`src/rtl/spi_stream_master.sv`:
```
// Byte-stream SPI master (mode 0) between host byte FIFOs and a boot flash.
// Command bytes from the input FWFT FIFO select END/WRITE/XFER/READ of N bytes;
// captured MISO bytes are pushed into the output FIFO.
//
// Ports:
//   bus_clk, rst        : sole clock, asynchronous active-high reset
//   enable              : stream open; low aborts any transfer next cycle
//   in_data/in_empty    : head of input FWFT FIFO; in_rden pops it (1-cycle pulse)
//   out_data/out_wren   : captured MISO byte and push strobe; out_full stalls
//   spi_cs_n/sclk/mosi  : flash chip select, clock (idle low), data out MSB first
//   spi_miso            : flash data in, sampled on SCLK rising edge
//   busy                : state != IDLE or chip select asserted
module spi_stream_master #(
    parameter int CLKDIV = 2
) (
    input  logic       bus_clk,
    input  logic       rst,
    input  logic       enable,
    input  logic [7:0] in_data,
    input  logic       in_empty,
    output logic       in_rden,
    output logic [7:0] out_data,
    output logic       out_wren,
    input  logic       out_full,
    output logic       spi_cs_n,
    output logic       spi_sclk,
    output logic       spi_mosi,
    input  logic       spi_miso,
    output logic       busy
);

    localparam int DW = (CLKDIV > 1) ? $clog2(CLKDIV) : 1;
    localparam logic [DW-1:0] DMAX = DW'(CLKDIV - 1);

    localparam logic [1:0] OP_END   = 2'b00;
    localparam logic [1:0] OP_WRITE = 2'b01;
    localparam logic [1:0] OP_READ  = 2'b11;

    typedef enum logic [2:0] {
        S_IDLE,
        S_CMD,
        S_CSSETUP,
        S_LOAD,
        S_SHIFT,
        S_STORE
    } state_t;

    state_t          state_q, state_d;
    logic [1:0]      op_q, op_d;
    logic [5:0]      count_q, count_d;
    logic [DW-1:0]   div_q, div_d;
    logic [2:0]      bit_q, bit_d;
    logic [7:0]      tx_q, tx_d;
    logic [7:0]      rx_q, rx_d;
    logic            cs_n_q, cs_n_d;
    logic            sclk_q, sclk_d;
    logic            mosi_q, mosi_d;
    logic            rden_q, rden_d;
    logic            wren_q, wren_d;
    logic [7:0]      odata_q, odata_d;
    logic            busy_q, busy_d;

    always_ff @(posedge bus_clk or posedge rst) begin
        if (rst) begin
            state_q <= S_IDLE;
            op_q    <= OP_END;
            count_q <= '0;
            div_q   <= '0;
            bit_q   <= '0;
            tx_q    <= '0;
            rx_q    <= '0;
            cs_n_q  <= 1'b1;
            sclk_q  <= 1'b0;
            mosi_q  <= 1'b0;
            rden_q  <= 1'b0;
            wren_q  <= 1'b0;
            odata_q <= '0;
            busy_q  <= 1'b0;
        end else begin
            state_q <= state_d;
            op_q    <= op_d;
            count_q <= count_d;
            div_q   <= div_d;
            bit_q   <= bit_d;
            tx_q    <= tx_d;
            rx_q    <= rx_d;
            cs_n_q  <= cs_n_d;
            sclk_q  <= sclk_d;
            mosi_q  <= mosi_d;
            rden_q  <= rden_d;
            wren_q  <= wren_d;
            odata_q <= odata_d;
            busy_q  <= busy_d;
        end
    end

    always_comb begin
        state_d = state_q;
        op_d    = op_q;
        count_d = count_q;
        div_d   = div_q;
        bit_d   = bit_q;
        tx_d    = tx_q;
        rx_d    = rx_q;
        cs_n_d  = cs_n_q;
        sclk_d  = sclk_q;
        mosi_d  = mosi_q;
        rden_d  = 1'b0;
        wren_d  = 1'b0;
        odata_d = odata_q;

        case (state_q)
            S_IDLE: begin
                if (enable && !in_empty) begin
                    rden_d  = 1'b1;
                    op_d    = in_data[7:6];
                    count_d = in_data[5:0];
                    state_d = S_CMD;
                end
            end
            S_CMD: begin
                if (op_q == OP_END) begin
                    cs_n_d  = 1'b1;
                    count_d = '0;
                    state_d = S_IDLE;
                end else if (cs_n_q) begin
                    // Fresh select: hold CS low CLKDIV cycles before SCLK.
                    cs_n_d  = 1'b0;
                    div_d   = '0;
                    state_d = S_CSSETUP;
                end else begin
                    state_d = S_LOAD;
                end
            end
            S_CSSETUP: begin
                if (div_q == DMAX) begin
                    div_d   = '0;
                    state_d = S_LOAD;
                end else begin
                    div_d = div_q + DW'(1);
                end
            end
            S_LOAD: begin
                if (op_q == OP_READ) begin
                    tx_d    = 8'h00;
                    mosi_d  = 1'b0;
                    div_d   = '0;
                    bit_d   = '0;
                    sclk_d  = 1'b0;
                    state_d = S_SHIFT;
                end else if (!in_empty) begin
                    rden_d  = 1'b1;
                    tx_d    = in_data;
                    mosi_d  = in_data[7];
                    div_d   = '0;
                    bit_d   = '0;
                    sclk_d  = 1'b0;
                    state_d = S_SHIFT;
                end
            end
            S_SHIFT: begin
                if (div_q == DMAX) begin
                    div_d = '0;
                    if (!sclk_q) begin
                        // Rising edge: sample MISO.
                        sclk_d = 1'b1;
                        rx_d   = {rx_q[6:0], spi_miso};
                    end else begin
                        // Falling edge: advance MOSI or finish the byte.
                        sclk_d = 1'b0;
                        if (bit_q == 3'd7) begin
                            state_d = S_STORE;
                        end else begin
                            bit_d  = bit_q + 3'd1;
                            tx_d   = tx_q << 1;
                            mosi_d = tx_q[6];
                        end
                    end
                end else begin
                    div_d = div_q + DW'(1);
                end
            end
            S_STORE: begin
                if (op_q == OP_WRITE || !out_full) begin
                    if (op_q != OP_WRITE) begin
                        wren_d  = 1'b1;
                        odata_d = rx_q;
                    end
                    if (count_q == 6'd0) begin
                        state_d = S_IDLE;
                    end else begin
                        count_d = count_q - 6'd1;
                        state_d = S_LOAD;
                    end
                end
            end
            default: begin
                state_d = S_IDLE;
            end
        endcase

        // Abort: drop the partial byte and release the flash.
        if (!enable) begin
            state_d = S_IDLE;
            count_d = '0;
            div_d   = '0;
            bit_d   = '0;
            cs_n_d  = 1'b1;
            sclk_d  = 1'b0;
            mosi_d  = 1'b0;
            rden_d  = 1'b0;
            wren_d  = 1'b0;
        end

        busy_d = (state_d != S_IDLE) || !cs_n_d;
    end

    assign in_rden  = rden_q;
    assign out_wren = wren_q;
    assign out_data = odata_q;
    assign spi_cs_n = cs_n_q;
    assign spi_sclk = sclk_q;
    assign spi_mosi = mosi_q;
    assign busy     = busy_q;

endmodule
```
`config.mk`:
```
export PLATFORM = sky130hd
export DESIGN_NAME = spi_stream_master
export DESIGN_NICKNAME = d
export VERILOG_FILES = /design/src/rtl/spi_stream_master.sv
export SDC_FILE = /design/constraint.sdc
export NUM_CORES = 1
export LEC_CHECK = 0
export BUFFER_PORTS_ARGS = -buffer_cell sky130_fd_sc_hd__buf_2
export CORE_ASPECT_RATIO = 1.2
export CORE_MARGIN = 5
export CORE_UTILIZATION = 45
export DETAILED_ROUTE_END_ITERATION = 10
export PLACE_DENSITY = 0.64
export SKIP_LAST_GASP = 1
export SYNTH_ARGS = -nofsm -noshare
export SYNTH_HDL_FRONTEND = slang
export SYNTH_SLANG_ARGS = --single-unit
```
`constraint.sdc`:
```
create_clock -name bus_clk -period 1.8 [get_ports bus_clk]
set_input_delay 0.54 -clock bus_clk [delete_from_list [all_inputs] [get_ports bus_clk]]
set_output_delay 0.54 -clock bus_clk [all_outputs]
set_load 0.01 [all_outputs]
```
; ---- Word level (Yosys, flattened, before mapping)
; Index checks and enable logic that the tools add are counted.
[word_totals]
register_bits = 44
inputBits = 14
output_inout_bits = 14
[op_classes]
addsub = 3
eq_ne = 26
n_mux = 62
bitwise_logic = 1
reduce_logical = 20
[op_table]
columns = operator, n
row1 = 3-bit 2-to-1 mux, 15
row2 = 7-bit 2-to-1 mux, 5
row3 = 6-bit 2-to-1 mux, 5
row4 = 3-bit inequality test (second input constant), 10
row5 = 1-bit 2-to-1 mux, 27
row6 = 3-bit one-hot mux with 6 select lines, 1
row7 = 6-bit one-hot mux with 3 select lines, 1
row8 = 5-bit AND reduction, 3
row9 = 7-bit one-hot mux with 2 select lines, 1
row10 = 3-bit equality test (second input constant), 3
row11 = 3-bit AND reduction, 3
row12 = 3-bit by 2-bit equality test with 1-bit output (second input constant), 2
row13 = 6-bit logical NOT, 1
row14 = 2-bit inequality test (second input constant), 3
row15 = 1-bit one-hot mux with 2 select lines, 3
row16 = 3-bit one-hot mux with 2 select lines, 1
row17 = 6-bit by 1-bit subtractor with 6-bit output (second input constant), 1
row18 = 2-bit 2-to-1 mux, 2
row19 = 4-bit by 1-bit inequality test with 1-bit output (second input constant), 1
row20 = 4-bit by 2-bit inequality test with 1-bit output (second input constant), 1
row21 = 4-bit inequality test (second input constant), 1
row22 = 4-bit AND reduction, 1
row23 = 3-bit by 1-bit adder with 3-bit output (second input constant), 1
row24 = 3-bit by 1-bit equality test with 1-bit output (second input constant), 1
row25 = 16 further kinds, 19

; ---- Depth between registers and ports, before layout
; Gate-level depths: netlist of run 1.
[logic_depth]
depth_word = 8
ltp_mapped = 8
ltp_nobuf = 7

; ---- Worst setup path after synthesis of run 1
; Ideal clock, no wire load.
[synth_path]
path_kind = register -> register
startpoint = reg count_q[0]
endpoint = reg count_q[5]
setup_time_ns = 0.123
arrival_ns = 1.772
t_required_ns = 1.677
path_slack_ns = -0.096
path_stages_with_launch = 9
synth_period_minus_slack_ns = 1.896
path_cell_list = dfrtp_1 inv_1 ha_1 or3b_4 o221a_1 o221ai_2 buf_6 a21o_2 a21oi_2
[synth_via]
elab_chain_len = 5
word_cells_on_any_way = 8
cone_classes = add/sub (1) / eq/ne (1) / mux (4) / reduce/logical (2)
[synth_lines]
columns = item, line
row1 = "start, declared", 50  ; logic [5:0] count_q, count_d;
row2 = "start signal, assigned", 82  ; count_q <= count_d;
row3 = 6-bit by 1-bit subtractor with 6-bit output, 192  ; count_d = count_q - 6'd1;
row4 = 6-bit 2-to-1 mux, 189  ; if (count_q == 6'd0) begin
row5 = 6-bit 2-to-1 mux, 184  ; if (op_q == OP_WRITE || !out_full) begin
row6 = 6-bit one-hot mux with 3 select lines, 112  ; case (state_q)
row7 = 6-bit 2-to-1 mux, 203  ; if (!enable) begin
; Parallel ways exist; a longest one is shown, timed or not. The select of a mux whose other input is x is not followed.
; A chain may end at the register's enable or synchronous reset.

; ---- Worst setup path after layout of run 1
[layout_path]
startpoint = reg count_q[0]
endpoint = reg count_q[0]
; Same word-level chain as after synthesis.

==> results of run 1 <==
==> sequential cells by signal, indices dropped and copies added, names as in the netlist, 2 cells and up <==
name and count:
out_data 8, bit_q 3, state_q 3, op_q 2
count_q 6, rx_q 8, tx_q 7
==> critical path: cells and delay by family, from the launching register on <==
kind                       cells  cell delay (ns)
buffers and inverters          2             0.24
DFF                            1             0.40
AOI/OAI and AO/OA              4             0.71
and+or+nand+nor                1             0.38
adders and majority gates      1             0.13
==> timing repair <==
item                                   in CTS  in global routing
buffers inserted                            4                  5
gates resized for setup                     5                  6
endpoints found under the hold margin       0                  0
setup endpoints to repair                   9                 31
pin swaps                                   1                  3
==> where the power goes <==
group | total [uW] | leakage, uW | internal, uW | switching [uW]
Combinational | 424 | 0.000731 | 214 | 210
Sequential | 1090 | 0.000594 | 1050 | 46.6
Clock | 641 | 0.0000445 | 312 | 329
==> per-stage QoR <==
stage	total power, uW	worst slack, ns	TNS (ns)	std cells
CTS	2146	-0.1834	-0.8506	338
detailed placement	1472	-0.1971	-1.422	326
global route	2279	-0.2309	-1.316	343
global placement	1467	-0.1384	-0.8722	326
finish	2158	-0.1531	-0.8463	343
floorplan	1331	-0.05525	-0.1939	220
==> worst min-delay path by stage <==
stage,depth (start not counted),start,to
after detailed placement,2,tx_q[4]$_DFFE_PP0P_,tx_q[4]$_DFFE_PP0P_
after floorplan,2,tx_q[6]$_DFFE_PP0P_,tx_q[6]$_DFFE_PP0P_
after global placement,2,tx_q[4]$_DFFE_PP0P_,tx_q[4]$_DFFE_PP0P_
after global routing,3,rst,tx_q[5]$_DFFE_PP0P_
final,3,rst,tx_q[3]$_DFFE_PP0P_
after CTS,3,rst,tx_q[3]$_DFFE_PP0P_
==> routing by layer <==
layer / share of wire [%] / global-route usage (%) / wire, um / vias to the layer above
met3: 3.9 / 3.464 / 195 / 6
met2: 50 / 27.18 / 2540 / 35
met5: 0 / 0 / 0 / -
met1: 44 / 23.19 / 2249 / 936
met4: 1.5 / 5.825 / 76 / 0
li1: - / - / - / 918
==> cell type report <==
| class | instances | area [sq um] |
|---|---|---|
| fill | 424 | 2026 |
| sequential | 44 | 1105 |
| multi-input combinational | 158 | 1084 |
| timing repair buffer | 67 | 464.2 |
| clock buffer | 7 | 86.33 |
| tap | 60 | 75.07 |
| inverter | 6 | 22.52 |
| clock inverter | 1 | 7.507 |
==> cells by family (layout without fill, tap and decap cells) <==
family          after synthesis  in the layout
mux                          19             19
flops                        44             44
simple gates                 77             77
compound gates               59             59
fa+ha+maj                     3              3
buf+inv                      18             81
==> cell usage in the layout, fill, tap and decap left out, drive strengths merged, types with 2 or more instances in the layout <==
cell type,instances
o31ai,2
nor2b,2
mux2,18
a21o,2
o21ai,16
a211oi,4
ha,3
buf,67
nor2,17
nor4,3
o211ai,2
o22ai,2
nor3,5
nand2b,5
nand3,7
nand2,21
and3,7
clkbuf,7
dfrtp,43
inv,5
a31oi,3
or2,3
a21oi,18
o2bb2ai,2
==> flow_summary.json, run 1 <==
{
  "dpl_cell_area_sq_um": 2635,
  "design_area_sq_um": 2844,
  "num_vias": 1895,
  "r2r-start": "count_q[0]$_DFFE_PP0P_",
  "finalWorstSetupSlack_ns": -0.1531,
  "whs_ns": 0.2646,
  "wire_per_inst_um": 14.76,
  "crit_slowest_cell": "dfrtp_1",
  "crit_end": "count_q[0]$_DFFE_PP0P_",
  "crit_path_end_kind": "flip-flop",
  "path_cells": "inv_2 -> ha_4 -> or3b_4 -> o221a_1 -> o221ai_2 -> buf_12 -> a211oi_1 -> a211oi_2",
  "hpwlAfterDp_um": 3598,
  "setup.worst_path.start": "count_q[0]$_DFFE_PP0P_",
  "die_area_sq_um": 6475,
  "ys.flop_type": "dfrtp_1",
  "synth_seq_cells": 44,
  "drive_gt1_share_pct": 40.99,
  "drc": 0,
  "yosys.area_share.simple_pct": 17.66,
  "synth-compound-area-share_pct": 17.04,
  "setup_viol_count_final": 7,
  "synth_mux_area_share_pct": 9.529,
  "grt_first_pass_wirelength_um": 8576,
  "synth_edf_count": 0,
  "synth_top_area_cell": "dfrtp_1",
  "avgSynthCellArea_sq_um": 10.15,
  "worstSkewPairLatency_ns": 0.30,
  "io_buffers": 27,
  "status": "finished, violations left",
  "violations": "negative setup slack",
  "r2r-end": "count_q[0]$_DFFE_PP0P_",
  "cts_root_buf": "clkbuf_8",
  "powerDensity_nw_per_um2": 758.9,
  "finalCoreUtilization_pct": 58.40,
  "rsz0062_at_grt": "yes",
  "std_cell_rows": 28,
  "ios": 28,
  "reg2reg_depth": 8,
  "synth.top_cells.by_count": "43 x dfrtp_1, 21 x nand2_1, 18 x mux2_2, 17 x a21oi_1, 16 x nor2_1",
  "grt.overflow.total": 0,
  "htreeDepth": 2,
  "synthAdderAreaFrac_pct": 1.682,
  "start_kind": "flip-flop",
  "cp_slowest_stage_delay_ns": 0.40,
  "cts_made_buffers": 5,
  "grt.total_usage_pct": 17.08,
  "die_h_um": 87.15,
  "irDropWorstVdd_mv": 0.4649,
  "tightestPinTransition_ns": 0.5607,
  "hold_viol": 0,
  "hold_class": "in2async",
  "wl_um": 5062,
  "synthArstFlopShare_pct": 100.0,
  "synth_top_family_by_area": "simple AND/OR/NAND/NOR gates",
  "yosysMostFrequentCell": "dfrtp_1",
  "core_area_sq_um": 4870,
  "drv_slew": 0,
  "max_slew_margin_pct": 62.03,
  "cts_tree": "done",
  "cp_data_arrival_time_ns": 2.17,
  "clk_pin_slew_ns": 0.08,
  "synth_area_leaders": "dfrtp_1 48%, mux2_2 9.1%, a21oi_1 3.8%",
  "ys_seq_area_share_pct": 49.38,
  "postSynthCellCount": 220,
  "place_congestion": 0.8729,
  "leakage_uw": 0.001370,
  "die_width_um": 74.30,
  "antenna_found_initial": 0,
  "required_ns": 2.01,
  "netlist-cell-type-count": 50,
  "routed_via_density": 5.525,
  "grt_max_degree": 45,
  "grt_pass1_vias": 1799,
  "antenna_cells": 0,
  "detail-route-antenna-nets": 0,
  "ctsLongestPathBuffers": 2,
  "critPathKind": "reg2reg",
  "fmax_mhz": 512.0,
  "drt_iter0_drc": 133,
  "syn_to_final_growth_pct": 27.41,
  "cap_violations": 0,
  "synth_xor_area_share_pct": 0,
  "cts_hold_buf": 0,
  "cts_sinks": 44,
  "first_pass_iters": 4,
  "synth_top_area_share_pct": 48.21,
  "syn_area_sq_um": 2232,
  "fin_worst_skew_ns": 0.004333,
  "fin_nets": 299,
  "critPathMaxFanout": 12,
  "yosys_warnings": 0,
  "syn_nets": 237,
  "start_util_pct": 45.84,
  "r2r_slack_ns": -0.15,
  "final.min_clock_period_ns": 1.953,
  "fin_crit_sh_pct": 108.5
}
No activity file was read; power rests on OpenSTA's default activity.
==> run 2, diff against run 1 <==
--- a/config.mk
+++ b/config.mk
@@ -5,6 +5,7 @@
 export SDC_FILE = /design/constraint.sdc
 export NUM_CORES = 1
 export LEC_CHECK = 0
+export ABC_AREA = 1
 export BUFFER_PORTS_ARGS = -buffer_cell sky130_fd_sc_hd__buf_2
 export CORE_ASPECT_RATIO = 1.2
 export CORE_MARGIN = 5
==> run 2 against run 1 <==
The flow now finishes without violations. Utilization down 5.8 points. Die area grew 0.63%. Sequential power is 6% higher. Register-to-register slack better by 0.34 ns. Maximum frequency is 21% higher. Non-clock buffer count decreased by 36. Clock power grew 17%. Combinational power down 14%. Sequential share of layout area grew 3.9 points. Flip-flop and latch count stayed put. Count of clock-buffer cells in the layout shrank 2. Critical endpoint is now tx_q[1]$_DFFE_PP0P_.
==> flow_summary.json, run 2 <==
{
  "cp_data_arrival_time_ns": 1.79,
  "status": "finished clean",
  "finalSetupTns_ns": 0,
  "grt_max_degree": 45,
  "start_kind": "flip-flop",
  "finalCoreUtilization_pct": 52.60,
  "synth_top_area_cell": "dfrtp_1",
  "fin_crit_sh_pct": 89.58,
  "syn_nets": 311,
  "antenna_found_initial": 0,
  "cts_sinks": 44,
  "final_cell_mix": "88 x nand2_1, 43 x dfrtp_1, 39 x inv_1, 27 x buf_2, 26 x o21ai_0",
  "final_common_cell": "nand2_1",
  "instances_no_fill": 387,
  "rsz0062_at_grt": "no",
  "io_buffers": 27,
  "setup_viol_count_final": 0,
  "critPathMaxFanout": 15,
  "synth_top_area_share_pct": 47.86,
  "dp_cells": 379,
  "avgSynthCellArea_sq_um": 7.648,
  "r2r-start": "state_q[1]$_DFF_PP0_",
  "synth_seq_cells": 44,
  "final.min_clock_period_ns": 1.612,
  "clkPwrFrac_pct": 33.1,
  "yosys_warnings": 0,
  "num_vias": 1892,
  "synthArstFlopShare_pct": 100.0,
  "combPwrFrac_pct": 16.1,
  "syn_area_sq_um": 2248,
  "synth.top_cells.by_count": "89 x nand2_1, 43 x dfrtp_1, 40 x inv_1, 26 x o21ai_0, 24 x nor2_1",
  "drive_gt1_share_pct": 18.04,
  "clk_pin_slew_ns": 0.09,
  "postSynthCellCount": 294,
  "die_width_um": 74.53,
  "tightestPinTransition_ns": 0.3171,
  "fin_worst_skew_ns": 0.007982,
  "grt_pass1_vias": 1870,
  "cap_violations": 0,
  "netlist-cell-type-count": 23,
  "worstSkewPairLatency_ns": 0.29,
  "synth_area_leaders": "dfrtp_1 48%, nand2_1 15%, inv_1 6.7%",
  "post-cts-setup-buffers": 0,
  "synth_edf_count": 0,
  "reg2reg_depth": 6,
  "ctsLongestPathBuffers": 2,
  "grt_first_pass_wirelength_um": 8438,
  "cp_slowest_stage_delay_ns": 0.44,
  "hold_class": "in2async",
  "drv_slew": 0,
  "crit_path_end_kind": "flip-flop",
  "path_cells": "nor2_1 -> nand2_2 -> o21ai_2 -> inv_2 -> nor2_4 -> o21ai_0",
  "hold_viol": 0,
  "post-place-ws_ns": 0.1953,
  "p_int_uw": 1632,
  "grt.overflow.total": 0,
  "crit_slowest_cell": "dfrtp_1",
  "wl_um": 4851,
  "seqPwrFrac_pct": 50.8,
  "antenna_cells": 0,
  "power.switching_uw": 629.8,
  "place_congestion": 0.8971,
  "std_cell_rows": 28,
  "r2r_slack_ns": 0.19,
  "irDropWorstVdd_mv": 0.6724,
  "fmax_mhz": 620.2,
  "max_slew_margin_pct": 78.83,
  "cts_tree": "done",
  "routed_via_density": 4.889,
  "finalWorstSetupSlack_ns": 0.1875,
  "grt.total_usage_pct": 16.75,
  "required_ns": 1.97,
  "cts_root_buf": "clkbuf_8",
  "core_area_sq_um": 4905,
  "ys_seq_area_share_pct": 49.03,
  "r2r-end": "tx_q[1]$_DFFE_PP0P_",
  "fin_nets": 343,
  "hpwlAfterDp_um": 3672,
  "ios": 28,
  "htreeDepth": 2,
  "cts_hold_buf": 0,
  "wire_per_inst_um": 12.53,
  "drc": 0,
  "drt_iter0_drc": 75,
  "first_pass_iters": 4,
  "ys.flop_type": "dfrtp_1",
  "syn_to_final_growth_pct": 14.75,
  "leakage_uw": 0.001428,
  "power.share.switching_pct": 27.85,
  "detail-route-antenna-nets": 0,
  "powerDensity_nw_per_um2": 876.5,
  "die_area_sq_um": 6516,
  "die_h_um": 87.43,
  "yosysMostFrequentCell": "nand2_1",
  "start_util_pct": 45.84,
  "cts_resized": 0,
  "critPathKind": "reg2reg",
  "cts_made_buffers": 5
}
-- run 2: cell count changes in the layout (fill, tap and decap cells not counted), sizes merged, moves of 7 or more --
cell | before | now
nand2 | 21 | 94
a21oi | 18 | 9
nor2 | 17 | 29
nand3 | 7 | 25
and3 | 7 | 0
buf | 67 | 31
inv | 5 | 43
o21ai | 16 | 28
mux2 | 18 | 0
-- run 2: metrics by stage --
step | total power [uW] | hold WS [ns] | instance area [sq um]
floorplan | 1429 | 0.4422 | 2248
global placement | 1532 | 0.4577 | 2466
detailed placement | 1539 | 0.4647 | 2466
CTS | 2287 | 0.2721 | 2577
global route | 2417 | 0.2897 | 2580
finish | 2261 | 0.2679 | 2580
-- run 2: power groups by stage --
stage | Combinational, uW | Sequential (uW) | Clock, uW
after floorplan | 269 | 1160 | 0
after global placement | 365 | 1170 | 0
after detailed placement | 370 | 1170 | 0
after CTS | 372 | 1150 | 765
after global routing | 432 | 1170 | 819
final | 364 | 1150 | 748
-- run 2: worst max path at each step --
| stage | startpoint | endpoint | slack [ns] | cells past startpoint |
|---|---|---|---|---|
| 2_1_floorplan | rst | bit_q[0]$_DFFE_PP0P_ | 0.23 | 1 |
| 3_3_place_gp | state_q[1]$_DFF_PP0_ | tx_q[0]$_DFFE_PP0P_ | 0.24 | 8 |
| 3_5_place_dp | state_q[1]$_DFF_PP0_ | tx_q[4]$_DFFE_PP0P_ | 0.20 | 6 |
| 4_1_cts | state_q[1]$_DFF_PP0_ | bit_q[1]$_DFFE_PP0P_ | 0.19 | 7 |
| 5_1_grt | state_q[1]$_DFF_PP0_ | tx_q[0]$_DFFE_PP0P_ | 0.05 | 9 |
| 6_report | state_q[1]$_DFF_PP0_ | tx_q[1]$_DFFE_PP0P_ | 0.19 | 6 |
-- run 2: kinds of logic (layout without fill, tap and decap cells) --
kind of cell    Yosys count  count (layout)  share of synthesized area [%]
simple gates            152             152                          29.61
fa+ha+maj                 3               3                          1.670
flops                    44              44                          49.03
compound gates           45              45                          10.80
buf+inv                  50              83                          8.903
-- run 2: per-layer routing --
metal	GRT usage [%]	up-vias	wire length, um
met4	5.663	0	86
li1	-	989	-
met5	0	-	0
met3	3.695	6	175
met2	27.42	27	2399
met1	21.70	870	2189
-- run 2: worst max-delay path: cells and delay by family (launching register included) --
| family | cells | cell delay, ns |
|---|---|---|
| AOI/OAI and AO/OA | 2 | 0.33 |
| DFF | 1 | 0.44 |
| buffers and inverters | 1 | 0.07 |
| and+or+nand+nor | 3 | 0.65 |
-- run 2: cell type report --
cell class / instances / area (sq um)
clock buffers: 5 / 68.82
clock inverters: 3 / 42.54
fillers: 510 / 2325
inverters: 44 / 165.2
multi-input cells: 200 / 948.4
flip-flops and latches: 44 / 1102
well taps: 60 / 75.07
repair buffers: 31 / 177.7
